### config.mk
export PLATFORM = sky130hd
export DESIGN_NAME = ex_flow_ctrl
export DESIGN_NICKNAME = d
export VERILOG_FILES = /design/src/rtl/riscv_pkg.sv /design/src/rtl/ex_flow_ctrl.sv
export SDC_FILE = /design/constraint.sdc
export NUM_CORES = 1
export LEC_CHECK = 0
export BUFFER_PORTS_ARGS = -buffer_cell sky130_fd_sc_hd__buf_2
export CAP_MARGIN = 5
export CORE_ASPECT_RATIO = 1.1
export CORE_MARGIN = 8
export CORE_UTILIZATION = 30
export DETAILED_ROUTE_END_ITERATION = 8
export PLACE_DENSITY = 0.5
export REMOVE_ABC_BUFFERS = 1
export SYNTH_ARGS = -nofsm -noshare
export SYNTH_HDL_FRONTEND = slang
export SYNTH_SLANG_ARGS = --single-unit
### constraint.sdc
create_clock -name clk -period 2.6 [get_ports clk]
set_input_delay 0.13 -clock clk [delete_from_list [all_inputs] [get_ports clk]]
set_output_delay 0.13 -clock clk [all_outputs]
set_load 0.01 [all_outputs]
### src/rtl/riscv_pkg.sv
// Shared RISC-V definitions for the EX stage: ALU operation codes, the EX
// sequencer state type and the memory-operation classifier.
package riscv_pkg;

    localparam logic [4:0] ALU_LW    = 5'd0;
    localparam logic [4:0] ALU_LUI   = 5'd1;
    localparam logic [4:0] ALU_AUIPC = 5'd2;
    localparam logic [4:0] ALU_SLL   = 5'd3;
    localparam logic [4:0] ALU_SRL   = 5'd4;
    localparam logic [4:0] ALU_SRA   = 5'd5;
    localparam logic [4:0] ALU_SLT   = 5'd6;
    localparam logic [4:0] ALU_SLTU  = 5'd7;
    localparam logic [4:0] ALU_XOR   = 5'd8;
    localparam logic [4:0] ALU_OR    = 5'd9;
    localparam logic [4:0] ALU_AND   = 5'd10;
    localparam logic [4:0] ALU_SB    = 5'd11;
    localparam logic [4:0] ALU_SH    = 5'd12;
    localparam logic [4:0] ALU_SW    = 5'd13;
    localparam logic [4:0] ALU_ADD   = 5'd14;
    localparam logic [4:0] ALU_SUB   = 5'd15;
    localparam logic [4:0] ALU_SLLI  = 5'd16;
    localparam logic [4:0] ALU_SRLI  = 5'd17;
    localparam logic [4:0] ALU_SRAI  = 5'd18;
    localparam logic [4:0] ALU_SLTI  = 5'd19;
    localparam logic [4:0] ALU_SLTIU = 5'd20;
    localparam logic [4:0] ALU_XORI  = 5'd21;
    localparam logic [4:0] ALU_ORI   = 5'd22;
    localparam logic [4:0] ALU_ANDI  = 5'd23;
    localparam logic [4:0] ALU_ADDI  = 5'd24;
    localparam logic [4:0] ALU_BEQ   = 5'd25;
    localparam logic [4:0] ALU_BNE   = 5'd26;
    localparam logic [4:0] ALU_BLT   = 5'd27;
    localparam logic [4:0] ALU_BGE   = 5'd28;
    localparam logic [4:0] ALU_BLTU  = 5'd29;
    localparam logic [4:0] ALU_BGEU  = 5'd30;
    localparam logic [4:0] ALU_JAL   = 5'd31;

    typedef enum logic [1:0] {RUN, MEM_WAIT, FLUSH, ERR} ex_state_t;

    // Only loads and stores touch data memory and therefore hold the EX stage.
    function automatic logic is_mem_op(input logic [4:0] op);
        return (op == ALU_LW) || (op == ALU_SB) || (op == ALU_SH) || (op == ALU_SW);
    endfunction

endpackage

### src/rtl/ex_flow_ctrl.sv
// EX-stage sequencer: owns the PC, handshakes with ID, holds for data memory
// and flushes younger instructions after a taken branch or jump.
module ex_flow_ctrl
    import riscv_pkg::*;
#(
    parameter int              PC_W        = 32,
    parameter logic [PC_W-1:0] RESET_PC    = '0,
    parameter int              FLUSH_DEPTH = 2,
    parameter int              MEM_TIMEOUT = 15
) (
    input  logic            clk,
    input  logic            rst,
    input  logic            id_valid,
    output logic            id_ready,
    input  logic [4:0]      id_alu_operation,
    input  logic            ex_branch_flag,
    input  logic            ex_jump_flag,
    input  logic [PC_W-1:0] ex_aluout,
    input  logic [PC_W-1:0] ex_jump_addr,
    output logic            mem_req,
    input  logic            mem_ready,
    output logic            ex_fire,
    output logic            flush,
    output logic            stall,
    output logic [PC_W-1:0] pc,
    output logic            mem_err
);

    localparam logic [PC_W-1:0] PC_ONE    = {{(PC_W-1){1'b0}}, 1'b1};
    localparam bit              HAS_FLUSH = (FLUSH_DEPTH > 0);
    localparam logic [2:0]      FLUSH_INIT = 3'(FLUSH_DEPTH - 1);
    localparam logic [7:0]      WAIT_LAST  = 8'(MEM_TIMEOUT - 1);

    ex_state_t       r_state;
    logic [PC_W-1:0] r_pc;
    logic [2:0]      r_flushCnt;
    logic [7:0]      r_waitCnt;
    logic            r_memReq;
    logic            r_flush;
    logic            r_memErr;

    logic w_isMem;
    logic w_redirect;
    logic w_runIssue;

    assign w_isMem    = is_mem_op(id_alu_operation);
    assign w_redirect = ex_jump_flag | ex_branch_flag;
    assign w_runIssue = (r_state == RUN) & id_valid & ~rst;

    assign id_ready = (r_state == RUN) & ~rst;
    assign stall    = (r_state == MEM_WAIT) & ~rst;
    assign ex_fire  = (w_runIssue & ~w_isMem) | ((r_state == MEM_WAIT) & mem_ready & ~rst);
    assign mem_req  = r_memReq;
    assign flush    = r_flush;
    assign pc       = r_pc;
    assign mem_err  = r_memErr;

    // Jump beats branch; memory ops ignore both flags and only advance the PC
    // once data memory answers.
    always_ff @(posedge clk) begin
        if (rst) begin
            r_state    <= RUN;
            r_pc       <= RESET_PC;
            r_flushCnt <= '0;
            r_waitCnt  <= '0;
            r_memReq   <= 1'b0;
            r_flush    <= 1'b0;
            r_memErr   <= 1'b0;
        end else begin
            unique case (r_state)
                RUN: begin
                    if (id_valid) begin
                        if (w_isMem) begin
                            r_state   <= MEM_WAIT;
                            r_memReq  <= 1'b1;
                            r_waitCnt <= '0;
                        end else begin
                            if (ex_jump_flag)        r_pc <= ex_jump_addr;
                            else if (ex_branch_flag) r_pc <= ex_aluout;
                            else                     r_pc <= r_pc + PC_ONE;
                            if (w_redirect && HAS_FLUSH) begin
                                r_state    <= FLUSH;
                                r_flush    <= 1'b1;
                                r_flushCnt <= FLUSH_INIT;
                            end
                        end
                    end
                end
                MEM_WAIT: begin
                    if (mem_ready) begin
                        r_memReq <= 1'b0;
                        r_pc     <= r_pc + PC_ONE;
                        r_state  <= RUN;
                    end else if (r_waitCnt == WAIT_LAST) begin
                        r_state  <= ERR;
                        r_memErr <= 1'b1;
                        r_memReq <= 1'b0;
                    end else begin
                        r_waitCnt <= r_waitCnt + 8'd1;
                    end
                end
                FLUSH: begin
                    if (r_flushCnt == 3'd0) begin
                        r_flush <= 1'b0;
                        r_state <= RUN;
                    end else begin
                        r_flushCnt <= r_flushCnt - 3'd1;
                    end
                end
                ERR: begin
                    r_state <= ERR;
                end
                default: r_state <= ERR;
            endcase
        end
    end

endmodule

== Word level (Yosys, flattened, before mapping) ==
Index checks and enable logic that the tools add are counted.

* Bitwise operators: 12
* Reduce and logical (&&, ||, !) cells: 15
* Add/subtract/negate cells: 3
* Muxes and demuxes: 33
* Equality and inequality tests: 18

{| class="wikitable"
|+ Operator list
! kind !! count
|-
| 32-bit two-way mux || 5
|-
| 32-bit one-hot mux with 2 select lines || 1
|-
| 32-bit by 1-bit adder with 32-bit output (second input constant) || 1
|-
| 8-bit two-way mux || 4
|-
| 2-bit != test (second input constant) || 9
|-
| 8-bit one-hot mux with 2 select lines || 1
|-
| 5-bit by 4-bit equality test with 1-bit output (second input constant) || 3
|-
| 5-bit AND reduction || 3
|-
| 2-bit two-way mux || 6
|-
| 3-bit two-way mux || 4
|-
| 4-bit AND reduction || 3
|-
| 8-bit by 1-bit adder with 8-bit output (second input constant) || 1
|-
| 8-bit by 4-bit equality test with 1-bit output (second input constant) || 1
|-
| 1-bit two-way mux || 8
|-
| 2-bit one-hot mux with 4 select lines || 1
|-
| 1-bit AND || 7
|-
| 3-bit one-hot mux with 2 select lines || 1
|-
| 5-bit logical NOT || 1
|-
| 2-bit equality test (second input constant) || 2
|-
| 1-bit one-hot mux with 2 select lines || 2
|-
| 2-bit nonzero test || 2
|-
| 3-bit logical NOT || 1
|-
| 1-bit logical OR || 3
|-
| 3-bit by 2-bit != test with 1-bit output (second input constant) || 1
|-
| other kinds (7) || 10
|}

* Register bits after elaboration: 48
* Logic and storage cells: 88
* Output and inout bits: 38

== Longest topological paths before layout ==
Gate-level depths: netlist of run 1.

* Depth after elaboration: 7
* Mapped depth: 8
* Depth with buffers taken out: 7

== Worst setup path before layout of run 1 ==
No wires, ideal clock.

* Kind: reg2reg
* Start: register r_pc[5], in the netlist pc[5]
* End: register r_pc[31], in the netlist pc[31]
* Stages on the path, launching flop included: 7
* Arrival time: 1.783 ns
* Clock period less this slack: 1.905 ns
* Path slack: 0.695 ns
* Cell sequence: dfxtp_1 and3_1 clkbuf_1 nand4_1 or4_1 a32oi_1 o21ai_1

* Cells in the longest elaborated chain, start to end: 6
* Elaborated cells on any way between the ends: 7
* Classes of those cells: add/sub: 1; mux: 6

{| class="wikitable"
|+ Ends and longest elaborated chain
! item !! line !! text
|-
| start, declared || ex_flow_ctrl.sv:35 || <nowiki>logic [PC_W-1:0] r_pc;</nowiki>
|-
| start signal, assigned || ex_flow_ctrl.sv:78 || <nowiki>if (ex_jump_flag) r_pc <= ex_jump_addr;</nowiki>
|-
| start signal, assigned || ex_flow_ctrl.sv:79 || <nowiki>else if (ex_branch_flag) r_pc <= ex_aluout;</nowiki>
|-
| start signal, assigned || ex_flow_ctrl.sv:80 || <nowiki>else r_pc <= r_pc + PC_ONE;</nowiki>
|-
| 32-bit by 1-bit adder with 32-bit output * || ex_flow_ctrl.sv:80, ex_flow_ctrl.sv:92 ||
|-
| 32-bit two-way mux || ex_flow_ctrl.sv:79 ||
|-
| 32-bit two-way mux || ex_flow_ctrl.sv:78 ||
|-
| 32-bit two-way mux || ex_flow_ctrl.sv:73 || <nowiki>if (w_isMem) begin</nowiki>
|-
| 32-bit two-way mux || ex_flow_ctrl.sv:72 || <nowiki>if (id_valid) begin</nowiki>
|-
| 32-bit one-hot mux with 2 select lines * || ex_flow_ctrl.sv:70 || <nowiki>unique case (r_state)</nowiki>
|}

Every way passes the cells marked *; elsewhere a longest branch is shown, timed or not. The select of a mux whose other input is x is not followed.
A chain may end at the register's enable or synchronous reset.

== Worst setup path after layout of run 1 ==
* Start: register r_state[0]
* End: output port ex_fire

* Cells in the longest elaborated chain, start to end: 5
* Elaborated cells on any way between the ends: 8
* Classes of those cells: eq/ne: 1; bitwise: 6; reduce/logical: 1

{| class="wikitable"
|+ Ends and longest elaborated chain
! item !! line !! text
|-
| start, declared || ex_flow_ctrl.sv:34 || <nowiki>ex_state_t r_state;</nowiki>
|-
| start signal, assigned || ex_flow_ctrl.sv:62 || <nowiki>r_state <= RUN;</nowiki>
|-
| start signal, assigned || ex_flow_ctrl.sv:74 || <nowiki>r_state <= MEM_WAIT;</nowiki>
|-
| start signal, assigned || ex_flow_ctrl.sv:82 || <nowiki>r_state <= FLUSH;</nowiki>
|-
| 2-bit logical NOT || ex_flow_ctrl.sv:48 || <nowiki>assign w_runIssue = (r_state == RUN) & id_valid & ~rst;</nowiki>
|-
| 1-bit AND (2 in a row) || ex_flow_ctrl.sv:48 ||
|-
| 1-bit AND || ex_flow_ctrl.sv:52 || <nowiki>assign ex_fire = (w_runIssue & ~w_isMem) | ((r_state == MEM_WAIT) & mem_ready & ~rst);</nowiki>
|-
| 1-bit bitwise OR * || ex_flow_ctrl.sv:52 ||
|-
| end, declared || ex_flow_ctrl.sv:22 || <nowiki>output logic ex_fire,</nowiki>
|}

Every way passes the cells marked *; elsewhere a longest branch is shown, timed or not.

==> out/qor.csv, run 1 <==
metric,value,unit
"EDFF count, synth",0,
CTS tree,built,
Power Dens Cells,499,nW/um2
Max Cap Violations,0,
CP required,2470,ps
normalized max-slew margin,62.7,%
CTS H-tree lvls,2,
clk slew on worst S/H paths,60,ps
area of the multi-input gates,2210,um2
core area,11000,um2
Detailed Routing Iterations Pass 1,5,
num ports,113,
Worst-Margin Slew,556,ps
Tmin final,2250,ps
DR vias,4007,
Logic pwr share,27.4,%
DIE AREA,14900,um2
DRT Wirelength,12700,um
CP Cell Sequence,nor2b_1 > and4_4 > o21a_1 > nand2_1 > inv_2 > buf_2,
Min-Delay Path Class,input port to flip-flop,
DRT antenna net count,0,
"delay-heaviest family, CP",simple AND/OR/NAND/NOR gates,
global-route wire length before repair,20700,um
Max Clk Rate,0.444,GHz
worst-skew pair later-pin latency,290,ps
clk root buf,clkbuf_16,
total CTS buffers,5,
routed len/inst,18.1,um
vias in the first global route,4076,
Filler cells,1201,
outcome,"finished, final reports clean",
Hold WS,216,ps
total track usage,17.1,%
crit path max fanout,18,
Internal Power,1.38,mW
syn_area_per_cell,7.29,um2
ranking of synthesized cells by area,"dfxtp_1, o21ai_0, a21oi_1",
crit end category,primary output,
final setup skew,9.98,ps
post-synthesis cell area,3380,um2
Seq pwr share,42.8,%
"Slowest-stage cell, CP",dfxtp_1,
Antenna Diode Count,0,
total power,2.09,mW
share of cells above drive strength 1,25.9,%
Yosys top cell by area,dfxtp_1,
share of the synthesized area in the top cell type,28.4,%
top_reg_cell synth,dfxtp_1,
Post-CTS Resized,0,
Clock Path Buffers,2,
post-CTS setup buffers,0,
"Hold Violations, Final",0,
initial antenna violation count,0,
RSZ-0062 raised after global routing,false,
HPWL Detailed,9340,um
vias per cell,5.71,
ys async rst share,0,%
remaining global-route overflow,0,
largest net degree at the start of global routing,39,
Critical Path Start Type,flip-flop,
Worst Path Buf+Inv,2,
post-synthesis sequential element count,48,
Setup TNS Final,0,ps
storage element area,961,um2
row count,40,
final worst-path cycle share,86.7,%
peak supply drop,0.235,mV
gp weighted congestion,0.817,
"slowest stage delay, CP",480,ps
die width,117,um
Layout Nets,637,
buffers added on ports,112,
DRC viols,0,
Initial Util,30.9,%
cells after synthesis,464,
"Hold-fix buffers, CTS",0,
Lkg Pwr,1.68,nW
YS warnings,0,
switching fraction of total power,34.1,%
Max Slew Vio Count,0,
kind of critical path,flip-flop to primary output,
sequential share of the synthesized area,28.4,%
post-synthesis cell type count,61,
crit path DAT,2120,ps
CTS sink count,48,
area grow syn2layout,23.9,%
DR iter-0 viols,272,
switching power of the nets,0.713,mW
final setup fails,0,
die height,127,um
clock share of power,29.7,%
-- synth_stat cells, drive strengths merged (3+ instances only) --
cell	n
a211oi	6
a22o	4
nand4	11
o32ai	6
clkbuf	31
o21ai	50
nand2b	3
buf	9
nor3	11
and3	11
or3	6
dfxtp	48
ha	5
a22oi	24
and4	8
inv	12
nand3	14
nor2	42
a21oi	41
nand2	37
nor4	12
nor2b	7
a31oi	13
a41oi	3
o22ai	4
a32o	6
a21bo	3
nand3b	3
-- sequential cells by signal, indices dropped and copies added, names as in the netlist --
register	cells
mem_req	1
r_flushCnt	3
pc	32
flush	1
mem_err	1
r_state	2
r_waitCnt	8
-- per-stage QoR --
stage                     area [um2]  util (%)  cells  setup slack (ps)
after floorplan                 3210         -    424              -598
after global placement          4070      37.1    697               509
after detailed placement        4070      37.1    697               455
after CTS                       4190      38.3    702               328
after global routing            4190      38.3    702               114
final                           4190      38.3    702               346
-- power groups by stage --
stage | logic, mW | clock network, mW | registers [mW]
3_5_place_dp | 0.578 | 0 | 0.911
3_3_place_gp | 0.571 | 0 | 0.910
2_1_floorplan | 0.297 | 0 | 0.912
6_report | 0.574 | 0.622 | 0.896
4_1_cts | 0.582 | 0.635 | 0.894
5_1_grt | 0.644 | 0.668 | 0.910
-- layer usage --
metal | part of all wire, % | track usage, % | up-vias
met1 | 44 | 21.4 | 1881
met3 | 7.0 | 3.68 | 13
li1 | - | - | 1961
met2 | 48 | 29.1 | 152
met4 | 1.1 | 3.54 | 0
met5 | 0 | 0 | -
-- cell type report --
cell class                      instances  area share, %
Multi-Input combinational cell        364           52.8
Sequential cell                        48           22.9
Timing Repair Buffer                  126           15.9
Tap cell                              147           4.39
Clock buffer                            5           2.98
Inverter                               12           1.07
-- worst paths after layout --
path / slack, ps / depth (start not counted) / endpoint / start
worst max-delay path: 350 / 6 / ex_fire / r_state[0]
worst min-delay path: 220 / 4 / mem_req / mem_ready
worst max register to register: 470 / 6 / pc[2] / r_state[0]
worst min register to register: 480 / 2 / r_flushCnt[1] / r_flushCnt[1]
-- logic make-up (layout without fill, tap and decap cells) --
logic type	count (synthesis)	count (layout)	synth area share, %
multiplexers	1	1	0.296
flip-flops	48	48	28.4
buffers and inverters	52	143	6.43
AO/OA/AOI/OAI	183	183	36.2
adder cells (fa/ha/maj)	5	5	1.85
AND/OR/NAND/NOR	175	175	26.9
-- layout by cell type (no fill, tap or decap), types with 4 or more instances in the layout --
master and count:
a211oi_1 6, a21oi_1 41, a22o_1 4, a22oi_1 24, a31oi_1 11, a32o_1 6, and3_1 11, and4_1 7
buf_2 112, buf_4 14, clkbuf_16 5, dfxtp_1 48, ha_1 5, inv_1 11, nand2_1 37, nand3_1 14
nand4_1 11, nor2_1 41, nor2b_1 5, nor3_1 11, nor4_1 12, o21ai_0 45, o21ai_1 4, o22ai_1 4
o32ai_1 6, or3_1 6
-- worst min-delay path, stage by stage --
cell,delay [ps]
buf_2,120
o21ai_0,90
nand2_1,60
a211oi_1,60
Power figures use the tool's default switching activity.
==> run 2, diff against run 1 <==
- CORE_UTILIZATION: 30 -> 46
- PLACE_DENSITY: 0.5 -> 0.77
- clock period: 2.6 -> 1.85 ns (I/O delays scaled with it)
==> run 2 against run 1 <==
  * Die area down 31%
  * Utilization up 24 points
  * Critical path type is now flip-flop to flip-flop
  * Critical path depth did not move
  * Largest power group unchanged
==> out/qor.csv, run 2 (synthesis results as in run 1) <==
metric,value,unit
Layout Nets,685,
die height,106,um
vias per cell,6.22,
final setup skew,7.66,ps
RSZ-0062 raised after global routing,true,
DIE AREA,10400,um2
"slowest stage delay, CP",380,ps
Worst-Margin Slew,465,ps
Initial Util,46.3,%
CP required,2060,ps
"Hold-fix buffers, CTS",0,
die width,97.8,um
Min-Delay Path Class,input port to flip-flop,
largest net degree at the start of global routing,39,
crit path max fanout,5,
DRC viols,0,
Detailed Routing Iterations Pass 1,5,
"commonest non-fill, non-tap cells in the layout","buf_2, buf_4, dfxtp_1, o21ai_0",
CP Cell Sequence,ha_2 > and4_2 > and3_2 > nand4_1 > o31a_1 > o32ai_1,
DRT antenna net count,0,
Filler cells,699,
Max Slew Vio Count,0,
Critical Path Start Type,flip-flop,
Tmin final,1780,ps
total track usage,23.1,%
CTS tree,built,
final setup fails,0,
HPWL Detailed,9120,um
final worst-path cycle share,96.2,%
Lkg Pwr,1.91,nW
total CTS buffers,5,
Max Cap Violations,0,
normalized max-slew margin,69.0,%
clk slew on worst S/H paths,90,ps
kind of critical path,flip-flop to flip-flop,
clk root buf,clkbuf_8,
core area,7310,um2
gp weighted congestion,0.926,
remaining global-route overflow,0,
"Slowest-stage cell, CP",dfxtp_1,
met1 usage,26.5,%
total power,2.85,mW
peak supply drop,0.329,mV
max reg flops,32,
Clock Path Buffers,2,
initial antenna violation count,0,
buffers added on ports,112,
placed cell count,683,
gr busiest metal,met2,
DR vias,4313,
met3 Use GR,5.95,%
crit path DAT,1990,ps
vias in the first global route,4360,
routed len/inst,17.8,um
num ports,113,
"Hold Violations, Final",0,
"most common cell after layout, fill and taps aside",buf_2,
area grow syn2layout,33.8,%
met2 Use GR,41.1,%
outcome,"finished, final reports clean",
crit end category,flip-flop,
Post-Layout Cell Count,693,
DRT Wirelength,12400,um
CTS sink count,48,
"delay-heaviest family, CP",simple AND/OR/NAND/NOR gates,
Worst Path Buf+Inv,0,
global-route wire length before repair,20300,um
share of cells above drive strength 1,33.8,%
Antenna Diode Count,0,
DR iter-0 viols,296,
Power Dens Cells,631,nW/um2
Max Clk Rate,0.562,GHz
worst-skew pair later-pin latency,300,ps
CTS H-tree lvls,2,
row count,33,
-- run 2: changes by cell type in the layout (fill, tap and decap cells not counted), moves of 4 or more --
cell       delta
nor4_2        +4
buf_4        +45
nor4_1        -4
clkbuf_8      +6
clkbuf_16     -5
-- run 2: final cells by class --
class | instances | area [um2] | share of cell area (%)
clock buffer | 8 | 90.1 | 1.99
inverter | 12 | 45.0 | 0.995
multi-input combinational | 365 | 2280 | 50.3
sequential | 48 | 962 | 21.3
tap | 87 | 109 | 2.40
timing repair buffer | 173 | 1040 | 23.1
-- run 2: worst min-delay path, cell delays in order --
cell and delay, ps:
buf_2 80, a211oi_1 50, a211oi_1 210
-- run 2: per-layer routing --
metal	share of wire (%)	routed length, um	vias up
li1	-	-	2059
met1	42	5140	2044
met2	50	6140	187
met3	7.0	860	23
met4	1.6	203	0
met5	0	0	-
-- run 2: stage by stage --
stage	util (%)	hold WS [ps]	area, um2	setup WS [ps]	setup TNS [ps]
floorplan	-	162	3210	-1350	-36160
global placement	59.7	463	4360	7.52	0
detailed placement	59.7	468	4360	-7.44	-26.9
CTS	61.1	159	4460	11.7	0
global route	61.9	202	4530	-76.0	-243
finish	61.9	188	4530	69.9	0
-- run 2: power by group --
part / internal (mW) / switching [mW]
Sequential: 1.12 / 0.0790
Clock: 0.306 / 0.362
Combinational: 0.427 / 0.559
-- run 2: path summary, 6_finish.rpt --
kind	start	end	slack (ps)	cells past startpoint
min reg2reg	mem_req	mem_req	480	2
max	pc[0]	pc[24]	70	6
max reg2reg	pc[0]	pc[24]	70	6
min	ex_jump_addr[3]	pc[3]	190	3
-- run 2: what timing repair did --
action                                  4_1_cts  5_1_grt
gates resized for setup                       2       11
pin swaps                                     0        2
endpoints found under the setup margin        6       24
buffers inserted                              0        1
cloned                                        0        1
